## config.mk

```make
export PLATFORM = sky130hd
export DESIGN_NAME = spi_slave_flat
export DESIGN_NICKNAME = d
export VERILOG_FILES = /design/src/rtl/spi_pkg.sv /design/src/rtl/spi_slave_if.sv /design/src/rtl/spi_sync_edge.sv /design/src/rtl/spi_slave.sv /design/src/flat_wrapper.sv
export SDC_FILE = /design/constraint.sdc
export NUM_CORES = 1
export LEC_CHECK = 0
export CAP_MARGIN = 20
export CORE_ASPECT_RATIO = 1.5
export CORE_MARGIN = 10
export CORE_UTILIZATION = 55
export CTS_BUF_LIST = sky130_fd_sc_hd__clkbuf_8
export DETAILED_ROUTE_END_ITERATION = 8
export DONT_BUFFER_PORTS = 1
export PLACE_DENSITY = 0.7
export REMOVE_ABC_BUFFERS = 1
export SLEW_MARGIN = 20
export SYNTH_ARGS = -nofsm -noshare
export SYNTH_HDL_FRONTEND = slang
export SYNTH_HIERARCHICAL = 1
export SYNTH_SLANG_ARGS = --single-unit
```

## constraint.sdc

```tcl
create_clock -name i_Clk -period 2.1 [get_ports i_Clk]
set_clock_uncertainty 0.15 [all_clocks]
set_input_delay 0.63 -clock i_Clk [delete_from_list [all_inputs] [get_ports i_Clk]]
set_output_delay 0.63 -clock i_Clk [all_outputs]
set_load 0.005 [all_outputs]
```

## src/rtl/spi_pkg.sv

```systemverilog
// Shared SPI definitions: byte width, bit-counter width, mode decode helpers.
// Latency: n/a (constants and pure functions only).
// Backpressure: n/a.
// Mode decode is shared with the SPI master so both ends agree on which
// SCLK edge samples and which one shifts.
package spi_pkg;

  localparam int SPI_BYTE_W = 8;
  localparam int SPI_CNT_W  = $clog2(SPI_BYTE_W);

  // Clock polarity: idle level of SCLK.
  function automatic logic f_cpol(input logic [1:0] mode);
    return mode[1];
  endfunction

  // Clock phase: 0 = sample on leading edge, 1 = sample on trailing edge.
  function automatic logic f_cpha(input logic [1:0] mode);
    return mode[0];
  endfunction

  // 1 = data is sampled on the rising SCLK edge (shift on falling),
  // 0 = sampled on falling (shift on rising).
  function automatic logic f_sample_rise(input logic [1:0] mode);
    return ~(f_cpol(mode) ^ f_cpha(mode));
  endfunction

endpackage

```

## src/rtl/spi_slave_if.sv

```systemverilog
// SPI target bundle: serial pins plus the byte-wide parallel TX/RX side.
// Latency: n/a (wiring only).
// Backpressure: TX side is a ready/strobe pair; RX side is a strobe with no stall.
// Ports (slave view):
//   in : i_SPI_Clk, i_SPI_CS_n, i_SPI_MOSI, i_TX_DV, i_TX_Byte[7:0]
//   out: o_SPI_MISO, o_SPI_MISO_OE, o_TX_Ready, o_RX_DV, o_RX_Byte[7:0], o_CS_Active
interface spi_slave_if;
  import spi_pkg::*;

  logic                  i_SPI_Clk;
  logic                  i_SPI_CS_n;
  logic                  i_SPI_MOSI;
  logic                  o_SPI_MISO;
  logic                  o_SPI_MISO_OE;
  logic                  i_TX_DV;
  logic [SPI_BYTE_W-1:0] i_TX_Byte;
  logic                  o_TX_Ready;
  logic                  o_RX_DV;
  logic [SPI_BYTE_W-1:0] o_RX_Byte;
  logic                  o_CS_Active;

  modport slave (
    input  i_SPI_Clk, i_SPI_CS_n, i_SPI_MOSI, i_TX_DV, i_TX_Byte,
    output o_SPI_MISO, o_SPI_MISO_OE, o_TX_Ready, o_RX_DV, o_RX_Byte, o_CS_Active
  );

  modport master (
    output i_SPI_Clk, i_SPI_CS_n, i_SPI_MOSI, i_TX_DV, i_TX_Byte,
    input  o_SPI_MISO, o_SPI_MISO_OE, o_TX_Ready, o_RX_DV, o_RX_Byte, o_CS_Active
  );

endinterface

```

## src/rtl/spi_sync_edge.sv

```systemverilog
// 2-FF synchronizer for an asynchronous pin plus rise/fall pulse detection.
// Latency: a pin change shows as a one-cycle edge pulse after 2 i_Clk edges,
//          so logic registering on it acts on the 3rd edge. Backpressure: none.
// Ports: i_Clk, i_Rst_L (async, active low), i_async (raw pin),
//        o_rise / o_fall (one-cycle pulses in the i_Clk domain).
module spi_sync_edge #(
  parameter logic RST_VAL = 1'b0   // idle level of the pin, avoids a spurious edge out of reset
) (
  input  logic i_Clk,
  input  logic i_Rst_L,
  input  logic i_async,
  output logic o_rise,
  output logic o_fall
);

  logic r_meta;
  logic r_sync;
  logic r_dly;

  always_ff @(posedge i_Clk or negedge i_Rst_L) begin
    if (!i_Rst_L) begin
      r_meta <= RST_VAL;
      r_sync <= RST_VAL;
      r_dly  <= RST_VAL;
    end else begin
      r_meta <= i_async;
      r_sync <= r_meta;
      r_dly  <= r_sync;
    end
  end

  assign o_rise =  r_sync & ~r_dly;
  assign o_fall = ~r_sync &  r_dly;

endmodule

```

## src/rtl/spi_slave.sv

```systemverilog
// SPI target: oversampled SCLK/CS_n/MOSI, full-duplex MSB-first byte shifter.
// Latency: pin event acted on 3 i_Clk later; o_RX_DV one cycle after the 8th sample edge.
// Backpressure: none on the SPI side; i_TX_DV is dropped while o_TX_Ready=0,
//               and IDLE_BYTE is sent when no TX byte is pending at a byte start.
// Ports: i_Clk (>= 8x SCLK), i_Rst_L (async, active low), bus (spi_slave_if.slave).
module spi_slave
  import spi_pkg::*;
#(
  parameter int                    SPI_MODE  = 0,
  parameter logic [SPI_BYTE_W-1:0] IDLE_BYTE = 8'hFF
) (
  input  logic        i_Clk,
  input  logic        i_Rst_L,
  spi_slave_if.slave  bus
);

  localparam logic [1:0]           LP_MODE        = 2'(SPI_MODE);
  localparam logic                 LP_SAMPLE_RISE = f_sample_rise(LP_MODE);
  localparam logic [SPI_CNT_W-1:0] LP_LAST_BIT    = SPI_CNT_W'(SPI_BYTE_W - 1);

  // ---------------------------------------------------------------------
  // Input synchronization
  // ---------------------------------------------------------------------
  logic w_sclk_rise;
  logic w_sclk_fall;
  logic w_cs_n_rise;
  logic w_cs_n_fall;

  spi_sync_edge #(.RST_VAL(f_cpol(LP_MODE))) u_sync_sclk (
    .i_Clk   (i_Clk),
    .i_Rst_L (i_Rst_L),
    .i_async (bus.i_SPI_Clk),
    .o_rise  (w_sclk_rise),
    .o_fall  (w_sclk_fall)
  );

  spi_sync_edge #(.RST_VAL(1'b1)) u_sync_cs_n (
    .i_Clk   (i_Clk),
    .i_Rst_L (i_Rst_L),
    .i_async (bus.i_SPI_CS_n),
    .o_rise  (w_cs_n_rise),
    .o_fall  (w_cs_n_fall)
  );

  // MOSI is only ever read on an SCLK edge pulse; its second stage lines up
  // with the SCLK stage that produced that pulse.
  logic r_mosi_meta;
  logic r_mosi_sync;

  always_ff @(posedge i_Clk or negedge i_Rst_L) begin
    if (!i_Rst_L) begin
      r_mosi_meta <= 1'b0;
      r_mosi_sync <= 1'b0;
    end else begin
      r_mosi_meta <= bus.i_SPI_MOSI;
      r_mosi_sync <= r_mosi_meta;
    end
  end

  // ---------------------------------------------------------------------
  // Shift / count control
  // ---------------------------------------------------------------------
  logic                  r_cs_active;
  logic [SPI_CNT_W-1:0]  r_bit_cnt;
  logic [SPI_BYTE_W-2:0] r_rx_shift;
  logic [SPI_BYTE_W-1:0] r_rx_byte;
  logic                  r_rx_dv;
  logic [SPI_BYTE_W-1:0] r_tx_shift;
  logic [SPI_BYTE_W-1:0] r_tx_hold;
  logic                  r_tx_full;

  logic w_cs_assert;
  logic w_cs_deassert;
  logic w_sample;
  logic w_shift;
  logic w_byte_done;
  logic w_byte_start;
  logic w_tx_accept;

  assign w_cs_assert   = w_cs_n_fall;
  assign w_cs_deassert = w_cs_n_rise;

  // SCLK edges only count while CS is active and not being released now.
  assign w_sample = r_cs_active & ~w_cs_deassert &
                    (LP_SAMPLE_RISE ? w_sclk_rise : w_sclk_fall);

  // A shift edge seen at bit 0 is either the CPHA=1 "present MSB" edge (the MSB
  // is already on MISO from the byte-start load) or the CPHA=0 trailing edge
  // after the 8th sample (the next byte's MSB must stay put). Both are no-ops.
  assign w_shift = r_cs_active & ~w_cs_deassert & (r_bit_cnt != '0) &
                   (LP_SAMPLE_RISE ? w_sclk_fall : w_sclk_rise);

  assign w_byte_done  = w_sample & (r_bit_cnt == LP_LAST_BIT);
  assign w_byte_start = w_cs_assert | w_byte_done;
  assign w_tx_accept  = bus.i_TX_DV & ~r_tx_full;

  always_ff @(posedge i_Clk or negedge i_Rst_L) begin
    if (!i_Rst_L) begin
      r_cs_active <= 1'b0;
      r_bit_cnt   <= '0;
      r_rx_shift  <= '0;
      r_rx_byte   <= '0;
      r_rx_dv     <= 1'b0;
    end else begin
      if (w_cs_assert) begin
        r_cs_active <= 1'b1;
      end else if (w_cs_deassert) begin
        r_cs_active <= 1'b0;
      end

      // Counter wraps 7->0 on its own, which doubles as the next byte start.
      // A CS change abandons any partial byte.
      if (w_cs_assert || w_cs_deassert) begin
        r_bit_cnt <= '0;
      end else if (w_sample) begin
        r_bit_cnt <= r_bit_cnt + SPI_CNT_W'(1);
      end

      if (w_sample) begin
        r_rx_shift <= {r_rx_shift[SPI_BYTE_W-3:0], r_mosi_sync};
      end

      r_rx_dv <= w_byte_done;
      if (w_byte_done) begin
        r_rx_byte <= {r_rx_shift, r_mosi_sync};
      end
    end
  end

  // TX path. On a byte-start load the buffer's old state wins; a strobe in the
  // same cycle can only be accepted if the buffer was already empty, so it is
  // kept for the following byte.
  always_ff @(posedge i_Clk or negedge i_Rst_L) begin
    if (!i_Rst_L) begin
      r_tx_shift <= '0;
      r_tx_hold  <= '0;
      r_tx_full  <= 1'b0;
    end else begin
      if (w_byte_start) begin
        r_tx_shift <= r_tx_full ? r_tx_hold : IDLE_BYTE;
      end else if (w_shift) begin
        r_tx_shift <= {r_tx_shift[SPI_BYTE_W-2:0], 1'b0};
      end

      if (w_tx_accept) begin
        r_tx_hold <= bus.i_TX_Byte;
      end

      if (w_byte_start && r_tx_full) begin
        r_tx_full <= 1'b0;
      end else if (w_tx_accept) begin
        r_tx_full <= 1'b1;
      end
    end
  end

  // ---------------------------------------------------------------------
  // Outputs (all derived from async-reset flops, so reset is immediate)
  // ---------------------------------------------------------------------
  assign bus.o_SPI_MISO    = r_cs_active & r_tx_shift[SPI_BYTE_W-1];
  assign bus.o_SPI_MISO_OE = r_cs_active;
  assign bus.o_CS_Active   = r_cs_active;
  assign bus.o_TX_Ready    = ~r_tx_full;
  assign bus.o_RX_DV       = r_rx_dv;
  assign bus.o_RX_Byte     = r_rx_byte;

endmodule

```

## src/flat_wrapper.sv

```systemverilog
// flat-port wrapper written by rule: the top's interface ports become plain ports
module spi_slave_flat import spi_pkg::*;
#(
  parameter int                    SPI_MODE  = 0,
  parameter logic [SPI_BYTE_W-1:0] IDLE_BYTE = 8'hFF
)
  (i_Clk, i_Rst_L, bus_i_SPI_Clk, bus_i_SPI_CS_n, bus_i_SPI_MOSI, bus_i_TX_DV, bus_i_TX_Byte, bus_o_SPI_MISO, bus_o_SPI_MISO_OE, bus_o_TX_Ready, bus_o_RX_DV, bus_o_RX_Byte, bus_o_CS_Active);
  spi_slave_if bus_i ();
  input  logic i_Clk;
  input  logic i_Rst_L;
  input wire logic [$bits(bus_i.i_SPI_Clk)-1:0] bus_i_SPI_Clk;
  input wire logic [$bits(bus_i.i_SPI_CS_n)-1:0] bus_i_SPI_CS_n;
  input wire logic [$bits(bus_i.i_SPI_MOSI)-1:0] bus_i_SPI_MOSI;
  input wire logic [$bits(bus_i.i_TX_DV)-1:0] bus_i_TX_DV;
  input wire logic [$bits(bus_i.i_TX_Byte)-1:0] bus_i_TX_Byte;
  output wire logic [$bits(bus_i.o_SPI_MISO)-1:0] bus_o_SPI_MISO;
  output wire logic [$bits(bus_i.o_SPI_MISO_OE)-1:0] bus_o_SPI_MISO_OE;
  output wire logic [$bits(bus_i.o_TX_Ready)-1:0] bus_o_TX_Ready;
  output wire logic [$bits(bus_i.o_RX_DV)-1:0] bus_o_RX_DV;
  output wire logic [$bits(bus_i.o_RX_Byte)-1:0] bus_o_RX_Byte;
  output wire logic [$bits(bus_i.o_CS_Active)-1:0] bus_o_CS_Active;
  assign bus_i.i_SPI_Clk = bus_i_SPI_Clk;
  assign bus_i.i_SPI_CS_n = bus_i_SPI_CS_n;
  assign bus_i.i_SPI_MOSI = bus_i_SPI_MOSI;
  assign bus_i.i_TX_DV = bus_i_TX_DV;
  assign bus_i.i_TX_Byte = bus_i_TX_Byte;
  assign bus_o_SPI_MISO = bus_i.o_SPI_MISO;
  assign bus_o_SPI_MISO_OE = bus_i.o_SPI_MISO_OE;
  assign bus_o_TX_Ready = bus_i.o_TX_Ready;
  assign bus_o_RX_DV = bus_i.o_RX_DV;
  assign bus_o_RX_Byte = bus_i.o_RX_Byte;
  assign bus_o_CS_Active = bus_i.o_CS_Active;
  spi_slave #(.SPI_MODE(SPI_MODE), .IDLE_BYTE(IDLE_BYTE)) u_core (.i_Clk(i_Clk), .i_Rst_L(i_Rst_L), .bus(bus_i));
endmodule
```

==> key figures, run 1 <==
Cells and area
  • Share of cells above drive strength 1: 21.9%
  • Final non-filler cell total: 200
  • Nets: 176
  • Layout fillers: 247
  • Most frequent cells in the layout: dfrtp_1, nand2_1, mux2_2
  • Design Area, Final: 0.00205 mm^2
  • Antenna cells: 0
  • Most common cell after layout, fill and taps aside: dfrtp_1
  • Area delta synth->final: 8.99%

Timing
  • Fmax: 521 MHz
  • RSZ-0062 raised after global routing: false
  • Final min period: 1920 ps
  • Hold_ws: 18.4 ps
  • Final slew viol count: 0
  • Final setup slack of the worst path: 182 ps
  • Total negative slack: 0 ps
  • Period utilization: 91.3%
  • Final setup fails: 0
  • Worst relative slew slack: 60.5%
  • Final Hold Vio Count: 0
  • Worst slew pin tran: 592 ps

Routing
  • ANT nets after route: 0
  • Total vias in the final route: 1192
  • Via-to-Cell Ratio: 5.96
  • Post-DR wirelength/cell: 18.7 um
  • DRT iter0 DRCs: 78
  • DR pass1 iterations: 6
  • DR DRC count: 0
  • Final WL: 3730 um

Global routing
  • Grt ovf: 0
  • First-pass GRT wire length: 6420 um
  • Gr usage total: 13.3%
  • Largest net degree at the start of global routing: 43
  • Initial antenna violation count: 0
  • Vias in the first global route: 1325

Setup path
  • CP Max Fanout: 10
  • CP Launch Type: register
  • WP data arrival: 1930 ps
  • CP Class: register to register
  • CP Data Required Time: 2110 ps
  • Crit end category: register

Clock tree
  • Clk sinks: 45
  • Post-cts resize count: 0
  • Root Driver: clkbuf_8
  • Clk buf depth: 2
  • Worst-Skew Late Latency: 290 ps
  • Worst-path clk slew: 80 ps
  • CTS tree: done
  • CTS buffer count: 5
  • H-tree depth: 2

Die
  • DIE AREA: 0.00620 mm^2
  • Core footprint: 0.00322 mm^2
  • Site row count: 25
  • Die Width: 67.7 um
  • Die height: 91.6 um
  • Io pins: 27
  • Initial Util: 58.3%

Placement
  • GP Congestion: 0.725
  • I/O Buffers: 0
  • Post-Place Cells: 191
  • DP Wirelength: 2610 um
  • Area after DPL: 0.00191 mm^2
  • Post-Place Setup Slack: 222 ps

Power
  • Int Pwr: 1.60 mW
  • Comb pwr share: 15.3%
  • Leakage: 0.932 nW
  • Sw Ratio: 25.8%
  • Clk network pwr share: 30.4%
  • Max VDD drop: 612 uV
  • Net Sw Power: 0.558 mW
  • PD cells: 1060 mW/mm^2
  • Sequential cell fraction of total power: 54.3%

Min path
  • Hold Crit Class: input port to async pin

Logic synthesis
  • Largest cells by area after synthesis: dfrtp_1, mux2_2, nand2_1
  • Post-synthesis cell type count: 30
  • YS warnings: 6
  • Sequential area share after synthesis: 60.1%
  • Area leader, netlist: dfrtp_1
  • Synthesized area per cell: 12.1 um^2
  • Number of synthesized register bits: 45
  • Post-synth top area share: 55.9%
  • Area of the mapped netlist: 0.00188 mm^2
  • Cells after synthesis: 155

Outcome
  • Status: finished clean

Run
  • Max_cap viols: 0
==> cells by family after synthesis <==
kind of cell,Yosys count,synth area share (%)
XOR/XNOR,1,0.466
multiplexers,15,8.99
buffers and inverters,13,3.33
flip-flops,45,60.1
adder cells (fa/ha/maj),3,2.00
AND/OR/NAND/NOR,51,15.2
AO/OA/AOI/OAI,27,9.92
==> synth_stat cells, drive strengths merged <==
cell type	n
a211oi	8
a21o	1
a21oi	3
a31oi	7
and2	1
and2b	2
buf	5
clkbuf	2
clkinv	2
dfrtp	42
dfstp	3
ha	3
inv	4
mux2	15
nand2	26
nand2b	2
nand3	2
nand3b	3
nand4	7
nand4b	1
nor2	1
nor2b	5
nor3	1
o31ai	8
xnor2	1
==> per-stage QoR <==
| step | total power [mW] | util (%) |
|---|---|---|
| after floorplan | 1.40 | - |
| after global placement | 1.47 | 59.3 |
| after detailed placement | 1.50 | 59.3 |
| after CTS | 2.18 | 63.6 |
| after global routing | 2.29 | 63.6 |
| final | 2.16 | 63.6 |
==> worst paths after layout <==
check / slack [ps] / cells past startpoint / from / endpoint
max in group asynchronous: 1570 / 1 / i_Rst_L / u_core/r_tx_hold[0]$_DFFE_PN0P_
min reg2reg: 200 / 0 / u_core/r_mosi_meta$_DFF_PN0_ / u_core/r_mosi_sync$_DFF_PN0_
min in group i_Clk: 180 / 0 / bus_i_SPI_CS_n / u_core/u_sync_cs_n/r_meta$_DFF_PN1_
max: 180 / 5 / u_core/u_sync_cs_n/r_sync$_DFF_PN1_ / u_core/r_tx_shift[5]$_DFFE_PN0P_
min: 20 / 1 / i_Rst_L / u_core/bus.o_CS_Active$_DFFE_PN0N_
max reg2reg: 180 / 5 / u_core/u_sync_cs_n/r_sync$_DFF_PN1_ / u_core/r_tx_shift[5]$_DFFE_PN0P_
==> power by group through the flow <==
| stage | clock network, mW | registers (mW) | logic (mW) |
|---|---|---|---|
| after global routing | 0.718 | 1.20 | 0.367 |
| final | 0.658 | 1.17 | 0.330 |
| after detailed placement | 0 | 1.19 | 0.306 |
| after global placement | 0 | 1.18 | 0.285 |
| after CTS | 0.672 | 1.17 | 0.331 |
| after floorplan | 0 | 1.15 | 0.253 |
==> critical path: stages (launching register included) <==
cell and delay [ps]:
dfstp_2 540, nor2b_1 330, nand4b_4 270, inv_2 130
nor2_4 230, a31oi_1 130
==> repair_timing <==
action	CTS	global route
hold buffers	1	0
hold endpoints to repair	42	0
setup endpoints to repair	0	0
setup buffers	0	0
==> sequential cells by signal, indices dropped and copies added, names as in the netlist <==
signal	cells
u_core/bus.o_RX_Byte	8
u_core/r_tx_hold	8
u_core/r_tx_shift	8
u_core/r_rx_shift	7
u_core/r_bit_cnt	3
u_core/bus.o_CS_Active	1
u_core/bus.o_RX_DV	1
u_core/r_mosi_meta	1
u_core/r_mosi_sync	1
u_core/r_tx_full	1
u_core/u_sync_cs_n/r_dly	1
u_core/u_sync_cs_n/r_meta	1
u_core/u_sync_cs_n/r_sync	1
u_core/u_sync_sclk/r_dly	1
u_core/u_sync_sclk/r_meta	1
u_core/u_sync_sclk/r_sync	1
==> area by class of cell <==
class                   instances  area, um^2  share of cell area [%]
clock buffers                   6        82.6                    4.03
clock inverters                 2        33.8                    1.65
inverters                       6        22.5                    1.10
multi-input cells              97         687                    33.5
flip-flops and latches         45        1130                    55.2
well taps                      40        50.0                    2.44
repair buffers                  4        42.5                    2.08
==> metal layers <==
layer | vias up | part of all wire (%) | track usage, %
li1 | 557 | - | -
met1 | 600 | 38 | 14.7
met2 | 31 | 55 | 23.0
met3 | 4 | 5.5 | 4.18
met4 | 0 | 1.1 | 4.64
met5 | - | 0 | 0
(Power assumes the default switching activity.)
==> run 2, diff against run 1 <==
--- a/config.mk
+++ b/config.mk
@@ -14,6 +14,7 @@
 export DONT_BUFFER_PORTS = 1
 export PLACE_DENSITY = 0.7
 export REMOVE_ABC_BUFFERS = 1
+export SETUP_SLACK_MARGIN = 0.5
 export SLEW_MARGIN = 20
 export SYNTH_ARGS = -nofsm -noshare
 export SYNTH_HDL_FRONTEND = slang
==> key figures, run 2 (same netlist as run 1, synthesis figures left out) <==
Outcome
  • Status: complete, but fails checks
  • Failing checks: negative hold slack

Routing
  • Final WL: 4490 um
  • DR DRC count: 0
  • ANT nets after route: 0
  • DRT iter0 DRCs: 120
  • Total vias in the final route: 1319
  • Via-to-Cell Ratio: 6.16
  • Post-DR wirelength/cell: 21.0 um
  • DR pass1 iterations: 4

Die
  • Io pins: 27
  • Core footprint: 0.00322 mm^2
  • Die Width: 67.7 um
  • DIE AREA: 0.00620 mm^2
  • Die height: 91.6 um
  • Initial Util: 58.3%
  • Site row count: 25

Setup path
  • Worst r2r src: u_core/r_bit_cnt[1]$_DFFE_PN0P_
  • R2r setup slk: 390 ps
  • Crit path depth: 1
  • Cells along the critical path: and2_4
  • WP data arrival: 970 ps
  • Crit path from: u_core/bus.o_CS_Active$_DFFE_PN0N_
  • CP Buf/Inv Count: 0
  • FF-to-FF path depth: 6
  • Reg-to-reg endpoint: u_core/r_tx_shift[4]$_DFFE_PN0P_
  • CP Data Required Time: 1320 ps
  • CP Max Fanout: 8
  • Worst Setup EP: bus_o_SPI_MISO
  • CP delay by family, top: flip-flops
  • Worst-path cell with the longest stage delay: dfrtp_2
  • Slowest stage delay, CP: 490 ps
  • CP Launch Type: register
  • Crit end category: output pin
  • CP Class: register to output pin

Timing
  • Final min period: 1750 ps
  • Period utilization: 83.4%
  • Worst slew pin tran: 393 ps
  • Hold_ws: -138 ps
  • Total negative slack: 0 ps
  • Fmax: 571 MHz
  • Final Hold Vio Count: 42
  • Final slew viol count: 0
  • RSZ-0062 raised after global routing: true
  • Final setup fails: 0
  • Worst relative slew slack: 73.8%

Cells and area
  • Most frequent cells in the layout: dfrtp_1, mux2_2, nand2_1
  • Final core utilization: 73.2%
  • Most common cell after layout, fill and taps aside: dfrtp_1
  • Share of cells above drive strength 1: 47.7%
  • Area delta synth->final: 25.6%
  • Antenna cells: 0
  • Nets: 190

Global routing
  • Largest net degree at the start of global routing: 46
  • Gr usage total: 14.7%
  • Grt ovf: 0
  • Vias in the first global route: 1435
  • First-pass GRT wire length: 7150 um
  • Initial antenna violation count: 0

Min path
  • Hold Crit Class: input port to async pin

Clock tree
  • H-tree depth: 2
  • Worst-Skew Late Latency: 300 ps
  • Worst-path clk slew: 90 ps
  • Clk sinks: 45
  • Root Driver: clkbuf_8
  • Clk buf depth: 2
  • CTS tree: done
  • CTS buffer count: 5

Power
  • Max VDD drop: 710 uV
  • PD cells: 965 mW/mm^2
  • Leakage: 1.07 nW

Placement
  • I/O Buffers: 0
  • DP Wirelength: 2610 um
  • GP Congestion: 0.725

Run
  • Max_cap viols: 0
==> run 2: cell types whose count changed in the layout (fill, tap and decap cells not counted), sizes merged <==
| cell | previous run | this run |
|---|---|---|
| buf | 4 | 15 |
| nor2 | 1 | 2 |
| clkinv | 2 | 4 |
| clkbuf | 6 | 7 |
| inv | 5 | 4 |
==> run 2: metal layers <==
metal  up-vias  track usage, %  part of all wire (%)
met1       673            16.1                    35
met5         -               0                     0
met4         0            5.67                   3.4
li1        578               -                     -
met2        52            25.2                    55
met3        16            4.31                   6.5
==> run 2: timing repair <==
| item | 4_1_cts | 5_1_grt |
|---|---|---|
| pin swaps | 3 | 16 |
| setup endpoints to repair | 31 | 30 |
| resized for setup | 30 | 28 |
| endpoints found under the hold margin | 42 | 42 |
| gates cloned | 3 | 0 |
| setup buffers | 9 | 3 |
==> run 2: final cells by class <==
| type | count | area [um^2] |
|---|---|---|
| repair inverters | 1 | 5.00 |
| inverters | 6 | 37.5 |
| multi-input cells | 98 | 858 |
| fillers | 209 | 862 |
| clock buffers | 6 | 82.6 |
| well taps | 40 | 50.0 |
| flip-flops and latches | 45 | 1130 |
| clock inverters | 2 | 33.8 |
| repair buffers | 16 | 160 |
==> run 2: how the worst min path moves through the flow <==
stage	depth (start not counted)	slack, ps	endpoint	startpoint
floorplan	0	180	u_core/bus.o_CS_Active$_DFFE_PN0N_	i_Rst_L
global placement	0	190	u_core/u_sync_sclk/r_sync$_DFF_PN0_	i_Rst_L
detailed placement	0	190	u_core/r_tx_shift[7]$_DFFE_PN0P_	i_Rst_L
CTS	0	-130	u_core/r_tx_full$_DFFE_PN0P_	i_Rst_L
global route	0	-150	u_core/r_tx_shift[1]$_DFFE_PN0P_	i_Rst_L
finish	0	-140	u_core/r_tx_shift[1]$_DFFE_PN0P_	i_Rst_L
==> run 2: per-stage QoR <==
stage | instance area [um^2] | std cells | hold WS [ps] | power, mW | setup WS [ps]
2_1_floorplan | 1840 | 148 | 181 | 1.40 | 358
3_3_place_gp | 1910 | 191 | 185 | 1.47 | 293
3_5_place_dp | 1910 | 191 | 186 | 1.50 | 222
4_1_cts | 2240 | 211 | -133 | 2.23 | 355
5_1_grt | 2360 | 214 | -153 | 2.39 | 301
6_report | 2360 | 214 | -138 | 2.28 | 348
==> run 2: where the power goes <==
part	internal (mW)	total [mW]	switching, mW	leakage (nW)
combinational	0.206	0.390	0.185	0.468
sequential	1.05	1.22	0.165	0.541
clock	0.383	0.669	0.286	0.0626
==> run 3, diff against run 2 <==
--- a/config.mk
+++ b/config.mk
@@ -12,7 +12,7 @@
 export CTS_BUF_LIST = sky130_fd_sc_hd__clkbuf_8
 export DETAILED_ROUTE_END_ITERATION = 8
 export DONT_BUFFER_PORTS = 1
-export PLACE_DENSITY = 0.7
+export PLACE_DENSITY = 0.73
 export REMOVE_ABC_BUFFERS = 1
 export SETUP_SLACK_MARGIN = 0.5
 export SLEW_MARGIN = 20
==> constraint.sdc (replaced) <==
create_clock -name i_Clk -period 1.6 [get_ports i_Clk]
set_clock_uncertainty 0.15 [all_clocks]
set_input_delay 0.48 -clock i_Clk [delete_from_list [all_inputs] [get_ports i_Clk]]
set_output_delay 0.48 -clock i_Clk [all_outputs]
set_load 0.005 [all_outputs]
==> key figures, run 3 (same netlist as run 1, synthesis figures left out) <==
Outcome
  • Status: complete, but fails checks
  • Failing checks: negative hold slack, negative setup slack

Die
  • Initial Util: 58.3%
  • DIE AREA: 0.00620 mm^2
  • Die height: 91.6 um
  • Die Width: 67.7 um
  • Site row count: 25
  • Io pins: 27
  • Core footprint: 0.00322 mm^2

Run
  • Max_cap viols: 0

Timing
  • Period utilization: 103%
  • Worst relative slew slack: 74.9%
  • Final Hold Vio Count: 45
  • Total negative slack: -92.8 ps
  • Final setup slack of the worst path: -53.6 ps
  • Fmax: 605 MHz
  • Worst slew pin tran: 375 ps
  • Final setup fails: 5
  • Final min period: 1650 ps
  • Hold_ws: -286 ps
  • Final slew viol count: 0
  • RSZ-0062 raised after global routing: true

Clock tree
  • H-tree depth: 2
  • Worst-Skew Late Latency: 300 ps
  • Clk buf depth: 2
  • Root Driver: clkbuf_8
  • CTS tree: done
  • Worst-path clk slew: 80 ps
  • Clk sinks: 45
  • CTS buffer count: 5

Cells and area
  • Nets: 201
  • Area delta synth->final: 32.3%
  • Most frequent cells in the layout: dfrtp_1, nand2_1, buf_4
  • Most common cell after layout, fill and taps aside: dfrtp_1
  • Share of cells above drive strength 1: 48.6%
  • Antenna cells: 0

Setup path
  • FF-to-FF path depth: 7
  • CP Class: register to register
  • Worst r2r src: u_core/r_bit_cnt[1]$_DFFE_PN0P_
  • Reg-to-reg endpoint: u_core/r_tx_shift[6]$_DFFE_PN0P_
  • CP Data Required Time: 1610 ps
  • Cells along the critical path: buf_4 > inv_1 > ha_1 > nor2b_4 > buf_12 > o31ai_1 > a31oi_1
  • WP data arrival: 1670 ps
  • CP Launch Type: register
  • CP delay by family, top: compound AO/OA/AOI/OAI gates
  • Crit end category: register
  • R2r setup slk: -50 ps
  • Slowest stage delay, CP: 360 ps
  • CP Max Fanout: 8
  • Worst-path cell with the longest stage delay: dfrtp_1
  • CP Buf/Inv Count: 3

Global routing
  • Initial antenna violation count: 0
  • Vias in the first global route: 1459
  • Largest net degree at the start of global routing: 46
  • Gr usage total: 15.2%
  • Grt ovf: 0
  • First-pass GRT wire length: 7250 um

Min path
  • Hold Crit Class: input port to async pin

Routing
  • Total vias in the final route: 1339
  • DRT iter0 DRCs: 100
  • Via-to-Cell Ratio: 5.95
  • DR DRC count: 0
  • ANT nets after route: 0
  • Post-DR wirelength/cell: 20.8 um
  • Final WL: 4690 um
  • DR pass1 iterations: 4

Power
  • Tot Pwr: 2.98 mW
  • Leakage: 1.19 nW
  • Max VDD drop: 978 uV
  • PD cells: 1200 mW/mm^2

Placement
  • GP Congestion: 0.779
  • DP Wirelength: 2770 um
  • I/O Buffers: 0
run 3: cell count changes in the layout (fill, tap and decap cells not counted), moves of 3 or more:
cell and delta:
mux2_2 -15, mux2_4 +15, buf_6 +7, buf_4 +5
nand2_1 +5, nand2_4 -5, a211oi_1 +3, a211oi_4 -3
nor2b_2 -3
run 3: layout make-up:
cell class                 instances  area [um^2]
clock inverter                     3         21.3
tap                               40         50.0
fill                             192          736
multi-input combinational        100          938
timing repair buffer              26          241
clock buffer                       5         68.8
sequential                        45         1130
inverter                           6         35.0
run 3: power breakdown:
part / switching [mW] / total, mW / internal [mW]
Clock: 0.386 / 0.696 / 0.310
Combinational: 0.284 / 0.713 / 0.429
Sequential: 0.194 / 1.58 / 1.38
Total: 0.864 / 2.98 / 2.12
run 3: worst max-delay path by stage:
stage | start | end | slack, ps | depth (start not counted)
2_1_floorplan | u_core/u_sync_cs_n/r_sync$_DFF_PN1_ | u_core/r_tx_shift[6]$_DFFE_PN0P_ | -90 | 5
5_1_grt | u_core/r_bit_cnt[1]$_DFFE_PN0P_ | u_core/r_tx_shift[1]$_DFFE_PN0P_ | -110 | 7
6_report | u_core/r_bit_cnt[1]$_DFFE_PN0P_ | u_core/r_tx_shift[6]$_DFFE_PN0P_ | -50 | 7
4_1_cts | u_core/u_sync_cs_n/r_sync$_DFF_PN1_ | u_core/r_tx_shift[4]$_DFFE_PN0P_ | 1 | 5
3_5_place_dp | u_core/u_sync_cs_n/r_sync$_DFF_PN1_ | u_core/r_tx_shift[4]$_DFFE_PN0P_ | -250 | 5
3_3_place_gp | u_core/u_sync_cs_n/r_sync$_DFF_PN1_ | u_core/r_tx_shift[2]$_DFFE_PN0P_ | -120 | 5
run 3: per-stage QoR:
stage          area, um^2  hold WS (ps)  cells  util [%]  worst slack (ps)
2_1_floorplan        1840          34.4    148         -             -89.6
3_3_place_gp         2000          36.1    203      62.1              -121
3_5_place_dp         2000          36.4    203      62.1              -254
4_1_cts              2360          -289    221      73.3              1.21
5_1_grt              2490          -299    225      77.2              -113
6_report             2490          -286    225      77.2             -53.6
run 3: worst register-to-register path, stage by stage, from the launching register on:
cell and delay (ps):
dfrtp_1 360, buf_4 120, inv_1 40, ha_1 200, nor2b_4 140, buf_12 140, o31ai_1 250, a31oi_1 130
run 3: metal layers:
metal	track usage (%)	up-vias	share of wire, %
met5	0	-	0
met4	7.73	0	1.5
met3	4.06	7	5.3
met2	27.0	40	56
met1	15.3	682	37
li1	-	610	-
run 3: what timing repair did:
action | in CTS | in global routing
pin swaps | 5 | 10
endpoints found under the setup margin | 50 | 50
gates cloned | 3 | 0
resized for setup | 45 | 22
endpoints found under the hold margin | 45 | 45
buffers inserted | 7 | 4
